## config.mk

```make
export PLATFORM = sky130hd
export DESIGN_NAME = img2col_layer_sched
export DESIGN_NICKNAME = d
export VERILOG_FILES = /design/src/rtl/img2col_layer_sched_pkg.sv /design/src/rtl/img2col_layer_sched_derive.sv /design/src/rtl/img2col_layer_sched.sv
export SDC_FILE = /design/constraint.sdc
export NUM_CORES = 1
export LEC_CHECK = 0
export ABC_AREA = 0
export BUFFER_PORTS_ARGS = -buffer_cell sky130_fd_sc_hd__buf_2
export CAP_MARGIN = 30
export CORE_AREA = 5 5 198 200
export CTS_CLUSTER_SIZE = 10
export DETAILED_ROUTE_END_ITERATION = 12
export DIE_AREA = 0 0 203 205
export HOLD_SLACK_MARGIN = 0.08
export MAX_ROUTING_LAYER = met4
export PLACE_DENSITY_LB_ADDON = 0.3
export SETUP_SLACK_MARGIN = 0.1
export SKIP_LAST_GASP = 1
export SLEW_MARGIN = 20
export SYNTH_ARGS = -nofsm -noshare
export SYNTH_HDL_FRONTEND = slang
export SYNTH_SLANG_ARGS = --single-unit
```

## constraint.sdc

```tcl
create_clock -name clk -period 11.1 [get_ports clk]
set_input_delay 2.22 -clock clk [delete_from_list [all_inputs] [get_ports clk]]
set_output_delay 2.22 -clock clk [all_outputs]
set_load 0.02 [all_outputs]
```

## src/rtl/img2col_layer_sched_pkg.sv

```systemverilog
// Shared definitions for the Img2Col layer sequencer: the packed layer-entry
// field layout, the sequencer state encoding and the default beat width.
package img2col_layer_sched_pkg;

    // Bytes per 64-bit beat
    localparam int LANE_DEFAULT = 8;

    // Packed layer-config entry layout
    localparam int ENTRY_W      = 48;
    localparam int STRIDE_LSB   = 44;
    localparam int STRIDE_W     = 4;
    localparam int KERNEL_LSB   = 40;
    localparam int KERNEL_W     = 4;
    localparam int IN_SIZE_LSB  = 30;
    localparam int IN_SIZE_W    = 10;
    localparam int IN_CH_LSB    = 20;
    localparam int IN_CH_W      = 10;
    localparam int OUT_CH_LSB   = 10;
    localparam int OUT_CH_W     = 10;
    localparam int OUT_SIZE_LSB = 0;
    localparam int OUT_SIZE_W   = 10;

    // Sequencer states
    typedef enum logic [2:0] {
        ST_IDLE   = 3'd0,
        ST_LOAD   = 3'd1,
        ST_START  = 3'd2,
        ST_RUN    = 3'd3,
        ST_NEXT   = 3'd4,
        ST_FINISH = 3'd5
    } sched_state_t;

endpackage

```

## src/rtl/img2col_layer_sched_derive.sv

```systemverilog
// Combinational derived-count calculator for one layer entry.
// LANE must be a power of two, so every division by LANE is a right shift.
module img2col_cfg_derive
    import img2col_layer_sched_pkg::*;
#(
    parameter int LANE = LANE_DEFAULT
) (
    input  logic [3:0]  stride,
    input  logic [3:0]  kernel,
    input  logic [9:0]  in_size,
    input  logic [9:0]  in_ch,
    input  logic [9:0]  out_ch,
    input  logic [9:0]  out_size,
    output logic [15:0] window_size,
    output logic [9:0]  sliding_size,
    output logic [15:0] in_col_times,
    output logic [9:0]  out_col_times,
    output logic [9:0]  out_ch_times,
    output logic [9:0]  out_row_times,
    output logic        cfg_ok
);

    localparam int          LANE_SH = $clog2(LANE);
    localparam logic [10:0] LANE_M1 = 11'(LANE - 1);

    logic [9:0] sliding_s;

    // Derived counts; sums are widened by one bit so the ceiling cannot wrap
    always_comb begin
        sliding_s     = in_ch >> LANE_SH;
        sliding_size  = sliding_s;
        window_size   = 16'(kernel) * 16'(sliding_s);
        in_col_times  = 16'(in_size) * 16'(sliding_s);
        out_col_times = 10'(({1'b0, out_size} + LANE_M1) >> LANE_SH);
        out_ch_times  = 10'(({1'b0, out_ch} + LANE_M1) >> LANE_SH);
        out_row_times = out_size;
        cfg_ok        = ((in_ch & LANE_M1[9:0]) == 10'd0) &&
                        (kernel != 4'd0) && (stride != 4'd0) &&
                        (out_size != 10'd0);
    end

endmodule

```

## src/rtl/img2col_layer_sched.sv

```systemverilog
// Layer sequencer for the Img2Col datapath: holds a small table of layer
// configurations and walks through the first num_layers entries, loading
// each one, pulsing i2c_start and waiting for the final output handshake.
module img2col_layer_sched
    import img2col_layer_sched_pkg::*;
#(
    parameter int NUM_ENTRIES = 4,
    parameter int LANE        = LANE_DEFAULT,
    localparam int AW         = $clog2(NUM_ENTRIES)
) (
    input  logic              clk,
    input  logic              reset,
    input  logic              cfg_we,
    input  logic [AW-1:0]     cfg_addr,
    input  logic [47:0]       cfg_wdata,
    input  logic              go,
    input  logic [AW:0]       num_layers,
    input  logic              abort,
    input  logic              i2c_last,
    input  logic              i2c_valid,
    input  logic              i2c_ready,
    output logic              i2c_start,
    output logic [3:0]        stride,
    output logic [3:0]        kernel_size,
    output logic [9:0]        in_size,
    output logic [9:0]        in_ch,
    output logic [9:0]        out_ch,
    output logic [9:0]        out_size,
    output logic [15:0]       window_size,
    output logic [9:0]        sliding_size,
    output logic [15:0]       in_col_times,
    output logic [9:0]        out_col_times,
    output logic [9:0]        out_row_times,
    output logic [9:0]        out_ch_times,
    output logic              busy,
    output logic              done,
    output logic              err,
    output logic [AW-1:0]     layer_idx
);

    sched_state_t state_r, state_n;

    logic [ENTRY_W-1:0] table_r [NUM_ENTRIES];
    logic [ENTRY_W-1:0] entry_s;
    logic [AW:0]        num_layers_r;
    logic [AW-1:0]      layer_idx_r;
    logic               busy_r, done_r, err_r, start_r;

    logic               accept_s, err_set_s, adv_s, range_ok_s, last_layer_s, hs_s;

    logic [3:0]  f_stride_s, f_kernel_s;
    logic [9:0]  f_in_size_s, f_in_ch_s, f_out_ch_s, f_out_size_s;
    logic [15:0] d_window_s, d_in_col_s;
    logic [9:0]  d_sliding_s, d_out_col_s, d_out_ch_s, d_out_row_s;
    logic        d_ok_s;

    // Field extraction of the entry being loaded
    always_comb begin
        entry_s      = table_r[layer_idx_r];
        f_stride_s   = entry_s[STRIDE_LSB   +: STRIDE_W];
        f_kernel_s   = entry_s[KERNEL_LSB   +: KERNEL_W];
        f_in_size_s  = entry_s[IN_SIZE_LSB  +: IN_SIZE_W];
        f_in_ch_s    = entry_s[IN_CH_LSB    +: IN_CH_W];
        f_out_ch_s   = entry_s[OUT_CH_LSB   +: OUT_CH_W];
        f_out_size_s = entry_s[OUT_SIZE_LSB +: OUT_SIZE_W];
    end

    img2col_cfg_derive #(.LANE(LANE)) u_derive (
        .stride        (f_stride_s),
        .kernel        (f_kernel_s),
        .in_size       (f_in_size_s),
        .in_ch         (f_in_ch_s),
        .out_ch        (f_out_ch_s),
        .out_size      (f_out_size_s),
        .window_size   (d_window_s),
        .sliding_size  (d_sliding_s),
        .in_col_times  (d_in_col_s),
        .out_col_times (d_out_col_s),
        .out_ch_times  (d_out_ch_s),
        .out_row_times (d_out_row_s),
        .cfg_ok        (d_ok_s)
    );

    // Qualifiers used by the next-state logic
    always_comb begin
        range_ok_s   = (num_layers != '0) && (num_layers <= (AW+1)'(NUM_ENTRIES));
        last_layer_s = (({1'b0, layer_idx_r} + (AW+1)'(1)) == num_layers_r);
        hs_s         = i2c_last & i2c_valid & i2c_ready;
    end

    // Next-state logic; abort outranks every other event outside IDLE
    always_comb begin
        state_n   = state_r;
        accept_s  = 1'b0;
        err_set_s = 1'b0;
        adv_s     = 1'b0;
        case (state_r)
            ST_IDLE: begin
                if (go) begin
                    if (range_ok_s) begin
                        accept_s = 1'b1;
                        state_n  = ST_LOAD;
                    end else begin
                        err_set_s = 1'b1;
                    end
                end else begin
                    state_n = ST_IDLE;
                end
            end
            ST_LOAD: begin
                if (abort) begin
                    state_n = ST_FINISH;
                end else if (!d_ok_s) begin
                    err_set_s = 1'b1;
                    state_n   = ST_FINISH;
                end else begin
                    state_n = ST_START;
                end
            end
            ST_START: begin
                if (abort) begin
                    state_n = ST_FINISH;
                end else begin
                    state_n = ST_RUN;
                end
            end
            ST_RUN: begin
                if (abort) begin
                    state_n = ST_FINISH;
                end else if (hs_s) begin
                    state_n = ST_NEXT;
                end else begin
                    state_n = ST_RUN;
                end
            end
            ST_NEXT: begin
                if (abort) begin
                    state_n = ST_FINISH;
                end else if (last_layer_s) begin
                    state_n = ST_FINISH;
                end else begin
                    adv_s   = 1'b1;
                    state_n = ST_LOAD;
                end
            end
            ST_FINISH: begin
                state_n = ST_IDLE;
            end
            default: begin
                state_n = ST_IDLE;
            end
        endcase
    end

    // State register and registered control outputs
    always_ff @(posedge clk) begin
        if (reset) begin
            state_r      <= ST_IDLE;
            busy_r       <= 1'b0;
            done_r       <= 1'b0;
            start_r      <= 1'b0;
            err_r        <= 1'b0;
            layer_idx_r  <= '0;
            num_layers_r <= '0;
        end else begin
            state_r <= state_n;
            busy_r  <= (state_n != ST_IDLE);
            done_r  <= (state_n == ST_FINISH);
            start_r <= (state_n == ST_START);
            if (accept_s) begin
                err_r        <= 1'b0;
                layer_idx_r  <= '0;
                num_layers_r <= num_layers;
            end else begin
                if (err_set_s) begin
                    err_r <= 1'b1;
                end else begin
                    err_r <= err_r;
                end
                if (adv_s) begin
                    layer_idx_r <= layer_idx_r + AW'(1);
                end else begin
                    layer_idx_r <= layer_idx_r;
                end
            end
        end
    end

    // Layer-config table; writes are only accepted while idle
    always_ff @(posedge clk) begin
        if (reset) begin
            for (int i = 0; i < NUM_ENTRIES; i++) begin
                table_r[i] <= '0;
            end
        end else if (cfg_we && (state_r == ST_IDLE)) begin
            table_r[cfg_addr] <= cfg_wdata;
        end
    end

    // Config outputs captured in LOAD and held until the next LOAD
    always_ff @(posedge clk) begin
        if (reset) begin
            stride        <= '0;
            kernel_size   <= '0;
            in_size       <= '0;
            in_ch         <= '0;
            out_ch        <= '0;
            out_size      <= '0;
            window_size   <= '0;
            sliding_size  <= '0;
            in_col_times  <= '0;
            out_col_times <= '0;
            out_row_times <= '0;
            out_ch_times  <= '0;
        end else if (state_r == ST_LOAD) begin
            stride        <= f_stride_s;
            kernel_size   <= f_kernel_s;
            in_size       <= f_in_size_s;
            in_ch         <= f_in_ch_s;
            out_ch        <= f_out_ch_s;
            out_size      <= f_out_size_s;
            window_size   <= d_window_s;
            sliding_size  <= d_sliding_s;
            in_col_times  <= d_in_col_s;
            out_col_times <= d_out_col_s;
            out_row_times <= d_out_row_s;
            out_ch_times  <= d_out_ch_s;
        end
    end

    assign i2c_start = start_r;
    assign busy      = busy_r;
    assign done      = done_r;
    assign err       = err_r;
    assign layer_idx = layer_idx_r;

endmodule
```

==> results.sh <==
export IMPL_status="finished, final reports clean"
export IMPL_cts_sinks=297
export IMPL_crit_path_max_fanout=27
export IMPL_cts_buffers=36
export IMPL_ys_top_cells_by_area="edfxtp_1, dfxtp_1, and2_1, mux4_2, fa_1"
export IMPL_synthCells=1323
export IMPL_drv_cap=0
export IMPL_fmax_mhz=175
export IMPL_ys_types=61
export IMPL_cts_setup_buffers=0
export IMPL_yosysSeqAreaShare=0.512
export IMPL_fin_nets=1619
export IMPL_ys_flop_type="edfxtp_1"
export IMPL_grt_max_degree=68
export IMPL_avgSynthCellArea_um2=11.6
export IMPL_synth_top_cell_by_area="edfxtp_1"
export IMPL_h_tree_depth=2
export IMPL_routed_wl_um=37000
export IMPL_synth_seq_cells=297
export IMPL_clkLatencyLatePin_ps=530
export IMPL_min_period_over_period=0.516
export IMPL_drv_slew=0
export IMPL_cts_repair_resize_count=0
export IMPL_gp_congestion=0.816
export IMPL_cpMostUsedCell="fa_1"
export IMPL_die_y_um=205
export IMPL_io_buffers=174
export IMPL_yosys_area_top_type_share=0.375
export IMPL_synthArstFlopShare=0
export IMPL_hold_class="reg -> reg"
export IMPL_relSlewSlack=0.479
export IMPL_setup_viol=0
export IMPL_cts_tree="yes"
export IMPL_whs_ps=445
export IMPL_fp_row_count=71
export IMPL_start_util=0.413
export IMPL_peakVddDrop_mv=0.127
export IMPL_grtUsageTotal=0.184
export IMPL_rrSetupSlack_ps=5370
export IMPL_r2r_cells=16
export IMPL_synth_common_cells="and2_1, edfxtp_1, nand2_1"
export IMPL_cts_max_path_buffers=3
export IMPL_ctsHoldBuffers=0
export IMPL_drive_above_1_share=0.201
export IMPL_critPathLaunchType="flip-flop"
export IMPL_slowest_delay_ps=700
export IMPL_fin_util=0.473
export IMPL_ant_nets=0
export IMPL_nFillCells=3363
export IMPL_syn_to_final_growth_pct=14.5
export IMPL_die_area_um2=41600
export IMPL_cp_slowest_cell="dfxtp_4"
export IMPL_routedWlPerCell_um=18.8
export IMPL_grt_pass1_wl_um=58600
export IMPL_vias_per_cell=5.11
export IMPL_p_leak_uw=0.00726
export IMPL_coreArea_um2=37200
export IMPL_worstSetupEndpointType="flip-flop"
export IMPL_worstHoldPathCells=2
export IMPL_ios=187
export IMPL_rsz0062_at_grt="no"
export IMPL_tightest_slew_ps=781
export IMPL_drt_iter0_drc=629
export IMPL_overflow=0
export IMPL_post_route_drc_count=0
export IMPL_drtPass1Iterations=5
export IMPL_path_class="reg -> reg"
export IMPL_worst_ep_arrival_time_ps=6200
export IMPL_die_w_um=203
export IMPL_syn_area_um2=15400
export IMPL_synth_edff_count=192
export IMPL_cts_clk_slew_worst_paths_ps=50
export IMPL_grt_pass1_vias=10277
export IMPL_cp_cell_sequence="buf_4 -> mux4_2 -> and2_1 -> fa_1 -> inv_1 -> fa_1 -> fa_1 -> inv_1 -> fa_1 -> ha_1 -> nor2_1 -> nor2_1 -> nand4_1 -> a31oi_1 -> mux2_2 -> nand3_2"
export IMPL_antenna_found_initial=9
export IMPL_skew_ps=17.7
export IMPL_hold_violations=0
export IMPL_fin_setup_tns_ps=0
export IMPL_synth_most_common_cell="and2_1"
export IMPL_clock_tree_root_cell="clkbuf_16"
export IMPL_vias=10059
export IMPL_crit_required_ps=11570
export IMPL_p_per_area_nw_per_um2=169
export IMPL_post_dp_hpwl_um=25000
export IMPL_period_minus_slack_ps=5730
export IMPL_yosysWarnings=0
==> per-stage QoR <==
stage | area, µm² | std cells | power, µW | setup slack, ps
after floorplan | 15400 | 1334 | 1750 | 5590
after global placement | 16500 | 1897 | 1910 | 5370
after detailed placement | 16500 | 1897 | 1920 | 5350
after CTS | 17600 | 1961 | 3010 | 5310
after global routing | 17600 | 1968 | 3130 | 4940
final | 17600 | 1968 | 2980 | 5370
==> area by class of cell <==
type	count	area [µm²]	area share
well taps	474	593	0.0337
clock buffers	61	1040	0.0588
inverters	65	244	0.0139
repair buffers	187	971	0.0551
multi-input cells	874	6820	0.387
clock inverters	3	55.1	0.00313
diodes	7	17.5	0.000995
flip-flops and latches	297	7870	0.447
==> power by group <==
part | leakage, µW | total (µW) | switching [µW] | internal (µW)
registers | 0.00285 | 1310 | 40.9 | 1270
clock network | 0.000519 | 1080 | 447 | 638
logic | 0.00389 | 577 | 374 | 202
==> layout by cell type, fill, tap and decap left out, types with 15 or more instances in the layout <==
cell type	n
dfxtp_1	103
edfxtp_1	192
buf_2	173
fa_1	48
inv_1	65
mux4_2	45
ha_1	49
nor2_1	34
clkbuf_16	37
a21oi_1	81
xnor2_1	23
nand2_1	167
nand3b_1	15
clkbuf_1	22
and2_1	253
==> kinds of logic (layout without fill, tap and decap cells) <==
group	after synthesis	after routing	synth area share
multiplexers	52	52	0.0737
other	1	19	0.000244
AO/OA/AOI/OAI	139	139	0.0547
adder cells (fa/ha/maj)	97	97	0.102
flip-flops	297	297	0.512
buffers and inverters	163	316	0.0490
AND/OR/NAND/NOR	543	543	0.190
XOR/XNOR	31	31	0.0177
==> routing by layer <==
metal  global-route usage  vias up  wire [µm]  part of all wire
met5                    -        -          0                 0
met4               0.0405        0        633             0.017
met3               0.0375       47       2100             0.057
met2                0.287      243      17400              0.47
met1                0.251     4959      16900              0.46
li1                     -     4810          -                 -
==> state kept, by name, summed over array words and instances (netlist names), 3 cells and up, named ones only <==
| signal | cells |
|---|---|
| window_size | 11 |
| num_layers_r | 3 |
| state_r | 3 |
| in_size | 10 |
| out_row_times | 10 |
| table_r | 192 |
| in_col_times | 16 |
| kernel_size | 4 |
| out_col_times | 8 |
| out_ch_times | 8 |
| in_ch | 10 |
| stride | 4 |
| out_ch | 10 |
==> worst max-delay path, delay by kind of cell (launching register included) <==
| family | cells | cell delay (ps) |
|---|---|---|
| AO/OA/AOI/OAI | 1 | 220 |
| buffers and inverters | 3 | 610 |
| flip-flops | 1 | 700 |
| adder cells (fa/ha/maj) | 5 | 2280 |
| AND/OR/NAND/NOR | 5 | 800 |
| multiplexers | 2 | 1030 |
==> worst paths after layout <==
check	to	start
max	in_col_times[15]	flip-flop
min	out_ch_times[7]	out_ch_times[7]
max reg2reg	in_col_times[15]	flip-flop
min reg2reg	out_ch_times[7]	out_ch_times[7]
No activity file was read; power rests on OpenSTA's default activity.
